## src/rtl/duv_event_logger.sv

```systemverilog
// Event logger: timestamps changes on the four 2-bit DUV outputs into a FIFO.
// Ports: clk, arst (sync, active-high), en, obs_a..obs_d in; ev_valid/ev_ready/
//   ev_data/ev_ts head port; level occupancy; ovf sticky flag, ovf_clr, drop_cnt.
// Optional: define DUV_EVENT_LOGGER_TIMESTAMP_EN to store and report timestamps;
//   otherwise entries are 8 bits and ev_ts is tied to zero.
module duv_event_logger #(
    parameter int DEPTH  = 8,
    parameter int TS_W   = 16,
    parameter int DROP_W = 8
) (
    input  logic                     clk,
    input  logic                     arst,
    input  logic                     en,
    input  logic [1:0]               obs_a,
    input  logic [1:0]               obs_b,
    input  logic [1:0]               obs_c,
    input  logic [1:0]               obs_d,
    output logic                     ev_valid,
    input  logic                     ev_ready,
    output logic [7:0]               ev_data,
    output logic [TS_W-1:0]          ev_ts,
    output logic [$clog2(DEPTH):0]   level,
    output logic                     ovf,
    input  logic                     ovf_clr,
    output logic [DROP_W-1:0]        drop_cnt
);

    localparam int AW = $clog2(DEPTH);
    localparam int LW = AW + 1;
`ifdef DUV_EVENT_LOGGER_TIMESTAMP_EN
    localparam int EW = 8 + TS_W;
`else
    localparam int EW = 8;
`endif

    logic [7:0]    cur;
    logic [7:0]    prev;
    logic          chg;
    logic          pop;
    logic          push_ok;
    logic          drop;
    logic [EW-1:0] entry;
    logic [EW-1:0] head;
    logic [EW-1:0] mem [DEPTH];
    logic [AW-1:0] wr_ptr;
    logic [AW-1:0] rd_ptr;
    logic [LW-1:0] level_q;

    assign cur = {obs_d, obs_c, obs_b, obs_a};
    assign chg = en && (cur != prev);
    assign pop = ev_valid && ev_ready;

    // A full FIFO still accepts when the head leaves on the same edge.
    assign push_ok = chg && ((level_q < LW'(DEPTH)) || pop);
    assign drop    = chg && !push_ok;

`ifdef DUV_EVENT_LOGGER_TIMESTAMP_EN
    logic [TS_W-1:0] ts;

    always_ff @(posedge clk) begin
        if (arst) ts <= '0;
        else      ts <= ts + TS_W'(1);
    end

    assign entry = {ts, cur};
    assign ev_ts = ev_valid ? head[EW-1:8] : '0;
`else
    assign entry = cur;
    assign ev_ts = '0;
`endif

    assign head     = mem[rd_ptr];
    assign ev_valid = (level_q != '0);
    assign ev_data  = ev_valid ? head[7:0] : 8'h00;
    assign level    = level_q;

    // Storage carries no reset; the head is masked by level while empty.
    always_ff @(posedge clk) begin
        if (push_ok) mem[wr_ptr] <= entry;
    end

    always_ff @(posedge clk) begin
        if (arst) begin
            prev    <= 8'h00;
            wr_ptr  <= '0;
            rd_ptr  <= '0;
            level_q <= '0;
        end else begin
            // Dropped values also update prev so they are not re-reported.
            if (chg)     prev   <= cur;
            if (push_ok) wr_ptr <= wr_ptr + AW'(1);
            if (pop)     rd_ptr <= rd_ptr + AW'(1);
            unique case ({push_ok, pop})
                2'b10:   level_q <= level_q + LW'(1);
                2'b01:   level_q <= level_q - LW'(1);
                default: level_q <= level_q;
            endcase
        end
    end

    // A drop in the same cycle as ovf_clr wins and restarts the count at 1.
    always_ff @(posedge clk) begin
        if (arst) begin
            ovf      <= 1'b0;
            drop_cnt <= '0;
        end else if (drop) begin
            ovf <= 1'b1;
            if (ovf_clr)              drop_cnt <= DROP_W'(1);
            else if (drop_cnt != '1)  drop_cnt <= drop_cnt + DROP_W'(1);
        end else if (ovf_clr) begin
            ovf      <= 1'b0;
            drop_cnt <= '0;
        end
    end

endmodule

```

## config.mk

```make
export PLATFORM = sky130hd
export DESIGN_NAME = duv_event_logger
export DESIGN_NICKNAME = d
export VERILOG_FILES = /design/src/rtl/duv_event_logger.sv
export SDC_FILE = /design/constraint.sdc
export NUM_CORES = 1
export LEC_CHECK = 0
export CORE_AREA = 5 5 91 93
export CTS_BUF_LIST = sky130_fd_sc_hd__clkbuf_8
export DETAILED_ROUTE_END_ITERATION = 10
export DIE_AREA = 0 0 96 98
export PLACE_DENSITY = 0.85
export SLEW_MARGIN = 20
export SYNTH_ARGS = -nofsm -noshare
export SYNTH_HDL_FRONTEND = slang
export SYNTH_SLANG_ARGS = --single-unit
```

## constraint.sdc

```tcl
create_clock -name clk -period 2.9 [get_ports clk]
set_input_delay 0.29 -clock clk [delete_from_list [all_inputs] [get_ports clk]]
set_output_delay 0.29 -clock clk [all_outputs]
set_load 0.02 [all_outputs]
```

; ---- Yosys cells after proc, flatten, opt, wreduce, memory -nomap -nowiden
; Memories as Yosys holds them, arrays and structs flattened. A register that Yosys moved wholly into a read port is not among the register bits.
; Cells that the tools add are included.
; Widths: inputs -> output; s select.
[classes]
reduce_logical = 11
order_cmp = 1
n_eq_ne = 4
muxes = 12
add_sub_neg = 5
[ops]
columns = operator, count
row1 = $mux 8, 5
row2 = $add 8x1->8 const B, 1
row3 = $ne 8x8->1, 1
row4 = $ne 8x8->1 const B, 1
row5 = $pmux 4 s2, 1
row6 = $add 3x1->3 const B, 2
row7 = $mux 3, 2
row8 = $reduce_bool 2->1, 3
row9 = $add 4x1->4 const B, 1
row10 = $logic_and 1x1->1, 4
row11 = $lt 4x4->1 const B, 1
row12 = $mux 1, 4
row13 = $reduce_bool 4->1, 1
row14 = $sub 4x1->4 const B, 1
row15 = $eq 2x1->1 const B, 1
row16 = $eq 2x2->1 const B, 1
row17 = $reduce_and 2->1, 1
row18 = $logic_not 1->1, 1
row19 = $logic_or 1x1->1, 1
[word_totals]
ram_bits = 64
elab_cells = 40
in_bits = 13
memories = 1
output_inout_bits = 38
ff_bits = 27
[mem_list]
columns = memory, depth, width, read_ports, rd_clocked_by_memory_dff, wr, line
row1 = mem, 8, 8, 1, 1, 1, 44  ; logic [EW-1:0] mem [DEPTH];

; ---- Logic depth before layout (Yosys ltp)
[logic_depth]
word_depth = 8
depth_mapped = 12
depth_no_buf = 11

; ---- Worst setup path after synthesis
; OpenSTA, ideal clock, no wires.
[synth_timing]
path_type = register to register
startpoint = register level_q[1] (netlist: level[1])
endpoint = register level_q[2] (netlist: level[2])
required_time_ns = 2.829
synth_period_minus_slack_ns = 2.657
n_path_buf = 2
setup_time_ns = 0.071
path_stages_with_launch = 13
path_slack_ns = 0.243
arrival_time_ns = 2.587
cell_sequence = dfxtp_1 > buf_2 > nor4_4 > inv_2 > and2_1 > buf_2 > ha_1 > xor2_1 > ha_1 > a21oi_1 > xor2_1 > or3_1 > a21oi_1
[synth_via]
elab_chain_cells = 6
elab_cells_between_ends = 11
classes_between = 2 x add/sub / 1 x order compare / 2 x eq/ne / 1 x mux / 5 x reduce/logical
[synth_lines]
columns = item, line
row1 = from (decl), 47  ; logic [LW-1:0] level_q;
row2 = from (signal assigned), 94  ; 2'b10: level_q <= level_q + LW'(1);
row3 = from (signal assigned), 95  ; 2'b01: level_q <= level_q - LW'(1);
row4 = from (signal assigned), 96  ; default: level_q <= level_q;
row5 = $reduce_bool 4->1 *, 73  ; assign ev_valid = (level_q != '0);
row6 = net ev_valid, 18  ; output logic ev_valid,
row7 = $logic_and 1x1->1 *, 51  ; assign pop = ev_valid && ev_ready;
row8 = net pop, 39  ; logic pop;
row9 = $logic_or 1x1->1, 54  ; assign push_ok = chg && ((level_q < LW'(DEPTH)) || pop);
row10 = $logic_and 1x1->1, 54
row11 = $eq 2x1->1 / $eq 2x2->1 (equally long branches), 93  ; unique case ({push_ok, pop})
row12 = $pmux 4 s2 / $reduce_bool 2->1 (equally long branches), n/a
; The timed path passes the listed nets; every way through them passes the cells marked *.
; A chain may end at the register's enable or synchronous reset.

; ---- Final worst setup path
[layout_timing]
startpoint = input obs_a[1]
endpoint = register level_q[2] (netlist: level[2])
[layout_via]
elab_chain_cells = 5
elab_cells_between_ends = 7
classes_between = 3 x eq/ne / 1 x mux / 3 x reduce/logical
[layout_lines]
columns = item, line
row1 = from (decl), 14  ; input logic [1:0] obs_a,
row2 = $ne 8x8->1 *, 50  ; assign chg = en && (cur != prev);
row3 = $logic_and 1x1->1 *, 50
row4 = $logic_and 1x1->1 *, 54
row5 = $eq 2x1->1 / $eq 2x2->1 (equally long branches), 93
row6 = $pmux 4 s2 / $reduce_bool 2->1 (equally long branches), n/a
; Mark *: on every way between the ends. The rest lies on a longest branch, timed or not.

==> metrics.md <==
| Metric | Value |
|---|---|
| DP HPWL | `roughly 5600 µm` |
| Clock Skews | `between 0.01 and 0.015 ns` |
| Status | `completed` |
| # DRC | `0` |
| Setup CP Type | `in -> reg` |
| Mapped Cells | `between 300 and 400` |
| Area grow syn2layout | `18.5%` |
| Share of cells above drive strength 1 | `approximately 17%` |
| H-tree levels | `3` |
| TritonCTS clock tree | `done` |
| Hold-critical path depth | `2` |
| Area of the multi-input gates | `around 0.0014 mm²` |
| Critical path arrival | `approximately 2.9 ns` |
| Worst r2r dst | `level[2]` |
| Worst reg-to-reg path cell count | `11` |
| Final slew viol count | `0` |
| Clk slew on worst S/H paths | `about 0.08 ns` |
| Syn Area/Cell | `around 14 µm²` |
| Synth async-reset ratio | `0%` |
| Worst-margin pin slew | `0.616 ns` |
| Largest net degree at the start of global routing | `25` |
| Clock Path Buffers | `2` |
| CTS buffer count | `9` |
| Vias in the first global route | `2619` |
| Hold Buf Count CTS | `0` |
| # port buffers | `34` |
| Total Nets Final | `between 300 and 400` |
| R2R Setup Slk | `roughly 0.46 ns` |
| I/O Pins | `between 50 and 60` |
| ANT nets after route | `0` |
| Fill count | `about 550` |
| Post-CTS sizing | `0` |
| Cell Count, Final, Fillers Out | `between 400 and 500` |
| Synth cell types | `45` |
| WP data required | `~3.2 ns` |
| Max Clock Freq | `roughly 380 MHz` |
| Post-Synthesis Cell Area | `slightly above 0.004 mm²` |
| Die height | `98 µm` |
| Post-CTS setup buffer count | `0` |
| Synth warnings | `0` |
| WL per Instance | `approximately 18 µm` |
| Commonest non-fill, non-tap cells in the layout | `edfxtp_1, clkdlybuf4s50_1, dfxtp_1` |
| Relative slew margins | `between 50% and 60%` |
| Number of vias per cell | `around 5.5` |
| Largest fanout on the critical path | `10` |
| Max Cap Viol | `0` |
| GRT Util Overall | `about a fifth` |
| Final hold vios | `0` |
| Die ar. | `0.00941 mm²` |
| First-pass GRT wire length | `between 10000 and 15000 µm` |
| Crit Reg-Reg Startpoint | `prev[0]` |
| Routability cong. | `between 0.7 and 0.8` |
| Placed cells | `between 400 and 500` |
| Root buffer cell | `clkbuf_8` |
| Crit end category | `flip-flop` |
| HP Start | `prev[3]` |
| Row cnt | `32` |
| Initial antenna violation count | `0` |
| Setup crit start kind | `input pin` |
| Sequential area share after synthesis | `approximately three fifths` |
| Most common cell after layout, fill and taps aside | `edfxtp_1` |
| Clock Sinks | `between 90 and 100` |
| Final Cell Area | `approximately 0.0048 mm²` |
| Dpl cell area | `around 0.0046 mm²` |
| Die width | `between 90 and 100 µm` |
| Reg area | `roughly 0.0025 mm²` |
| TritonRoute pass-1 iters | `4` |
| Final min period | `2.64 ns` |
| Min-Delay Endpoint | `prev[3]` |
| Synth Flop Type | `edfxtp_1` |
| Worst vdd rail ir drop | `about 0.00034 V` |
| Clk Latency, worst-skew pair | `0.36 ns` |
| # diodes | `0` |
| Yosys reg bits | `94` |
| GRT Residual Overflow | `0` |
| 1st-iter DRT viols | `roughly 140` |
| DR vias | `between 2000 and 3000` |
| RSZ-0062 raised after global routing | `false` |
| Ratio of total power to cell area | `approximately 750 mW/mm²` |
| EDFF count, synth | `64` |
| Final setup fails | `0` |
| Initial Utilization | `between 50% and 60%` |
| LEAKAGE | `~1.6 nW` |
| Core Area | `0.00745 mm²` |
| Worst Hold Class | `reg -> reg` |
| Post-Route WL | `8210 µm` |
| Final period util | `about 90%` |
## final cells by class
| type | count | share of cell area (%) |
|---|---|---|
| repair buffers | 59 | 10.9 |
| flip-flops and latches | 94 | 52.2 |
| inverters | 2 | 0.155 |
| clock buffers | 9 | 2.56 |
| multi-input cells | 193 | 29.6 |
| clock inverters | 7 | 1.86 |
| well taps | 102 | 2.64 |
## logic make-up after synthesis
logic type                 share of synthesized area [%]
DFF                                                 61.8
and+or+nand+nor                                     11.1
AOI/OAI and AO/OA                                   6.20
buffers and inverters                               4.42
muxes                                               11.5
xor gates and xnor gates                            3.01
adders and majority gates                           1.84
other                                             0.0919
## worst max-delay path, stage by stage
cell and delay [ns]:
clkdlybuf4s50_1 0.68, xnor2_1 0.13, and4_1 0.20, a21boi_0 0.24, nand2_1 0.11, ha_1 0.23
xor2_1 0.15, ha_1 0.19, a21oi_1 0.16, xor2_1 0.09, or3_1 0.31, a21oi_1 0.14
## power by group
part | internal, mW | switching (mW)
Clock | 0.483 | 0.437
Sequential | 1.51 | 0.0686
Combinational | 0.543 | 0.561
Total | 2.54 | 1.07
## sequential cells by signal, summed over array words and instances (netlist names), named ones only
name and flops:
rd_ptr 3, drop_cnt 8, ovf 1, level 4, mem 64, prev 8, wr_ptr 3
## cells in the mapped netlist (2+ instances only)
master,n,area share (%)
a21oi_1,17,2.1
nor2_1,28,2.6
clkbuf_1,4,0.37
ha_1,6,1.8
o31ai_1,4,0.74
xor2_1,4,0.86
buf_1,2,0.18
or3_1,5,0.77
o21ai_0,10,1.2
edfxtp_1,64,47
buf_4,16,2.9
nor3_1,4,0.49
nor2b_1,2,0.31
dfxtp_1,30,15
and4_1,2,0.43
nand2_1,27,2.5
mux2i_1,11,2.7
xnor2_1,10,2.1
nand4_1,4,0.61
mux4_2,16,8.8
buf_2,6,0.74
nand2b_1,2,0.31
nand3_1,6,0.74
## per-stage QoR
stage / worst slack [ns] / util, % / hold slack [ns] / power, mW / TNS, ns
floorplan: 0.243 / - / 0.359 / 2.32 / 0
global placement: 0.0130 / 62.0 / 0.446 / 2.69 / 0
detailed placement: -0.0992 / 62.0 / 0.454 / 2.72 / -0.144
CTS: 0.243 / 64.9 / 0.472 / 3.63 / 0
global route: 0.0531 / 64.9 / 0.504 / 3.78 / 0
finish: 0.262 / 64.9 / 0.472 / 3.60 / 0
## worst max path at each step
| stage | start | end | slack, ns |
|---|---|---|---|
| 2_1_floorplan | level[1] | level[2] | 0.24 |
| 3_3_place_gp | obs_a[1] | level[2] | 0.01 |
| 3_5_place_dp | obs_a[1] | level[2] | -0.1 |
| 4_1_cts | flip-flop | ev_data[7] | 0.24 |
| 5_1_grt | obs_d[0] | level[3] | 0.05 |
| 6_report | obs_a[1] | level[2] | 0.26 |
## layer usage
metal / GRT usage [%] / up-vias / wire length, µm
li1: - / 1202 / -
met1: 23.3 / 1277 / 3240
met2: 30.3 / 92 / 4260
met3: 5.78 / 14 / 517
met4: 6.67 / 0 / 187
met5: 0 / - / 0
No activity file was read; power rests on OpenSTA's default activity.
==> RTL change, RTL diff (same flow settings) <==
`TS_W`: 16 -> 12.
--- a/src/rtl/duv_event_logger.sv
+++ b/src/rtl/duv_event_logger.sv
@@ -5,7 +5,7 @@
 //   otherwise entries are 8 bits and ev_ts is tied to zero.
 module duv_event_logger #(
     parameter int DEPTH  = 8,
-    parameter int TS_W   = 16,
+    parameter int TS_W   = 12,
     parameter int DROP_W = 8
 ) (
     input  logic                     clk,
Interface: changed (resized ev_ts); port bits go from 51 to 47. No check against the original RTL was run, so the function may have changed too.
==> RTL change against the original RTL <==
  * Sequential share of layout area is 0.34 points higher
  * Maximum frequency is 1.2% lower
  * Setup slack worse by 0.033 ns
  * Synthesized area fell by 0.74%
  * Hold slack improved by 0.0034 ns
  * Routed wire length decreased by 1.9%
  * Final area is 0.65% lower
  * Total power fell by 2.2%
  * Sequential cell count is the same
==> RTL change: results <==
drt:
  vias: 2511
  met3RoutedLength_um: 477
  wl_per_cell_um: 17.4
  first_iter_violations: 149
  dr.pass1.iters: 4
  dr_wl_met2_mm: 4.16
  m1WireLength_mm: 3.29
min_path:
  hp-start: "prev[7]$_SDFFE_PP0P_"
  holdCritPathClass: "reg -> reg"
  hold_path_end: "prev[7]$_SDFFE_PP0P_"
grt:
  met3_usage: 0.0593
  grt_pass1_vias: 2566
  grt_max_degree: 26
  grt_pass1_wl_mm: 12.9
  met1_usage: 0.236
  grt_use_total: 0.184
  use_met2: 0.297
setup_path:
  crit_start: "obs_d[0]"
  reg2reg_from: "prev[5]$_SDFFE_PP0P_"
  arrival_ns: 2.96
  reg2reg_slack_ns: 0.39
power_and_ir_drop:
  leakage_uw: 0.00162
  ir_drop_v: 0.000271
  p_total_uw: 3520
  swShare: 0.303
sta:
  skew_ns: 0.0125
  min_period_ns: 2.67
  worst_pin_slew_ns: 0.579
  hold_ws_ns: 0.476
synth:
  synth_common_cells: "edfxtp_1 (64), dfxtp_1 (30), nor2_1 (28)"
  syn_area_per_cell_um2: 13.6
  ys_seq_area_frac: 0.623
  synth.area.top_cells: "edfxtp_1 (47%), dfxtp_1 (15%), mux4_2 (8.9%)"
layout:
  drive_gt1_frac: 0.178
  area_growth_pct: 18.6
  layout.nets: 374
  layoutNonFillerInstCount: 462
  fillers: 533
place:
  place_area_um2: 4600
  gp_congestion: 0.773
  dp_slack_ns: -0.0700
  dpl.hpwl_mm: 5.47
  dp_cells: 446
clock_tree:
  ctsResizeCount: 0
  numCtsBuffers: 9
  htreeDepth: 3
outcome:
  status: "completed"
RTL change: area by class of cell:
class,instances,share of cell area
tap,102,0.0266
sequential,94,0.525
clock buffer,9,0.0258
multi-input combinational,189,0.295
timing repair buffer,59,0.110
clock inverter,7,0.0154
inverter,2,0.00156
RTL change: cell families after synthesis:
| group | Yosys count | share of synthesized area |
|---|---|---|
| compound gates | 40 | 0.0624 |
| xor+xnor | 14 | 0.0303 |
| fa+ha+maj | 6 | 0.0185 |
| buf+inv | 26 | 0.0371 |
| flops | 94 | 0.623 |
| mux | 27 | 0.116 |
| other cells | 1 | 0.000926 |
| simple gates | 90 | 0.112 |
RTL change: critical path, cell delays in order:
cell and delay, ns:
clkdlybuf4s50_1 0.67, xnor2_1 0.14, and4_1 0.17, a21boi_0 0.26
nand2_1 0.15, ha_1 0.25, xor2_1 0.16, ha_1 0.19
a21oi_1 0.14, xor2_1 0.09, or3_1 0.31, a21oi_1 0.14
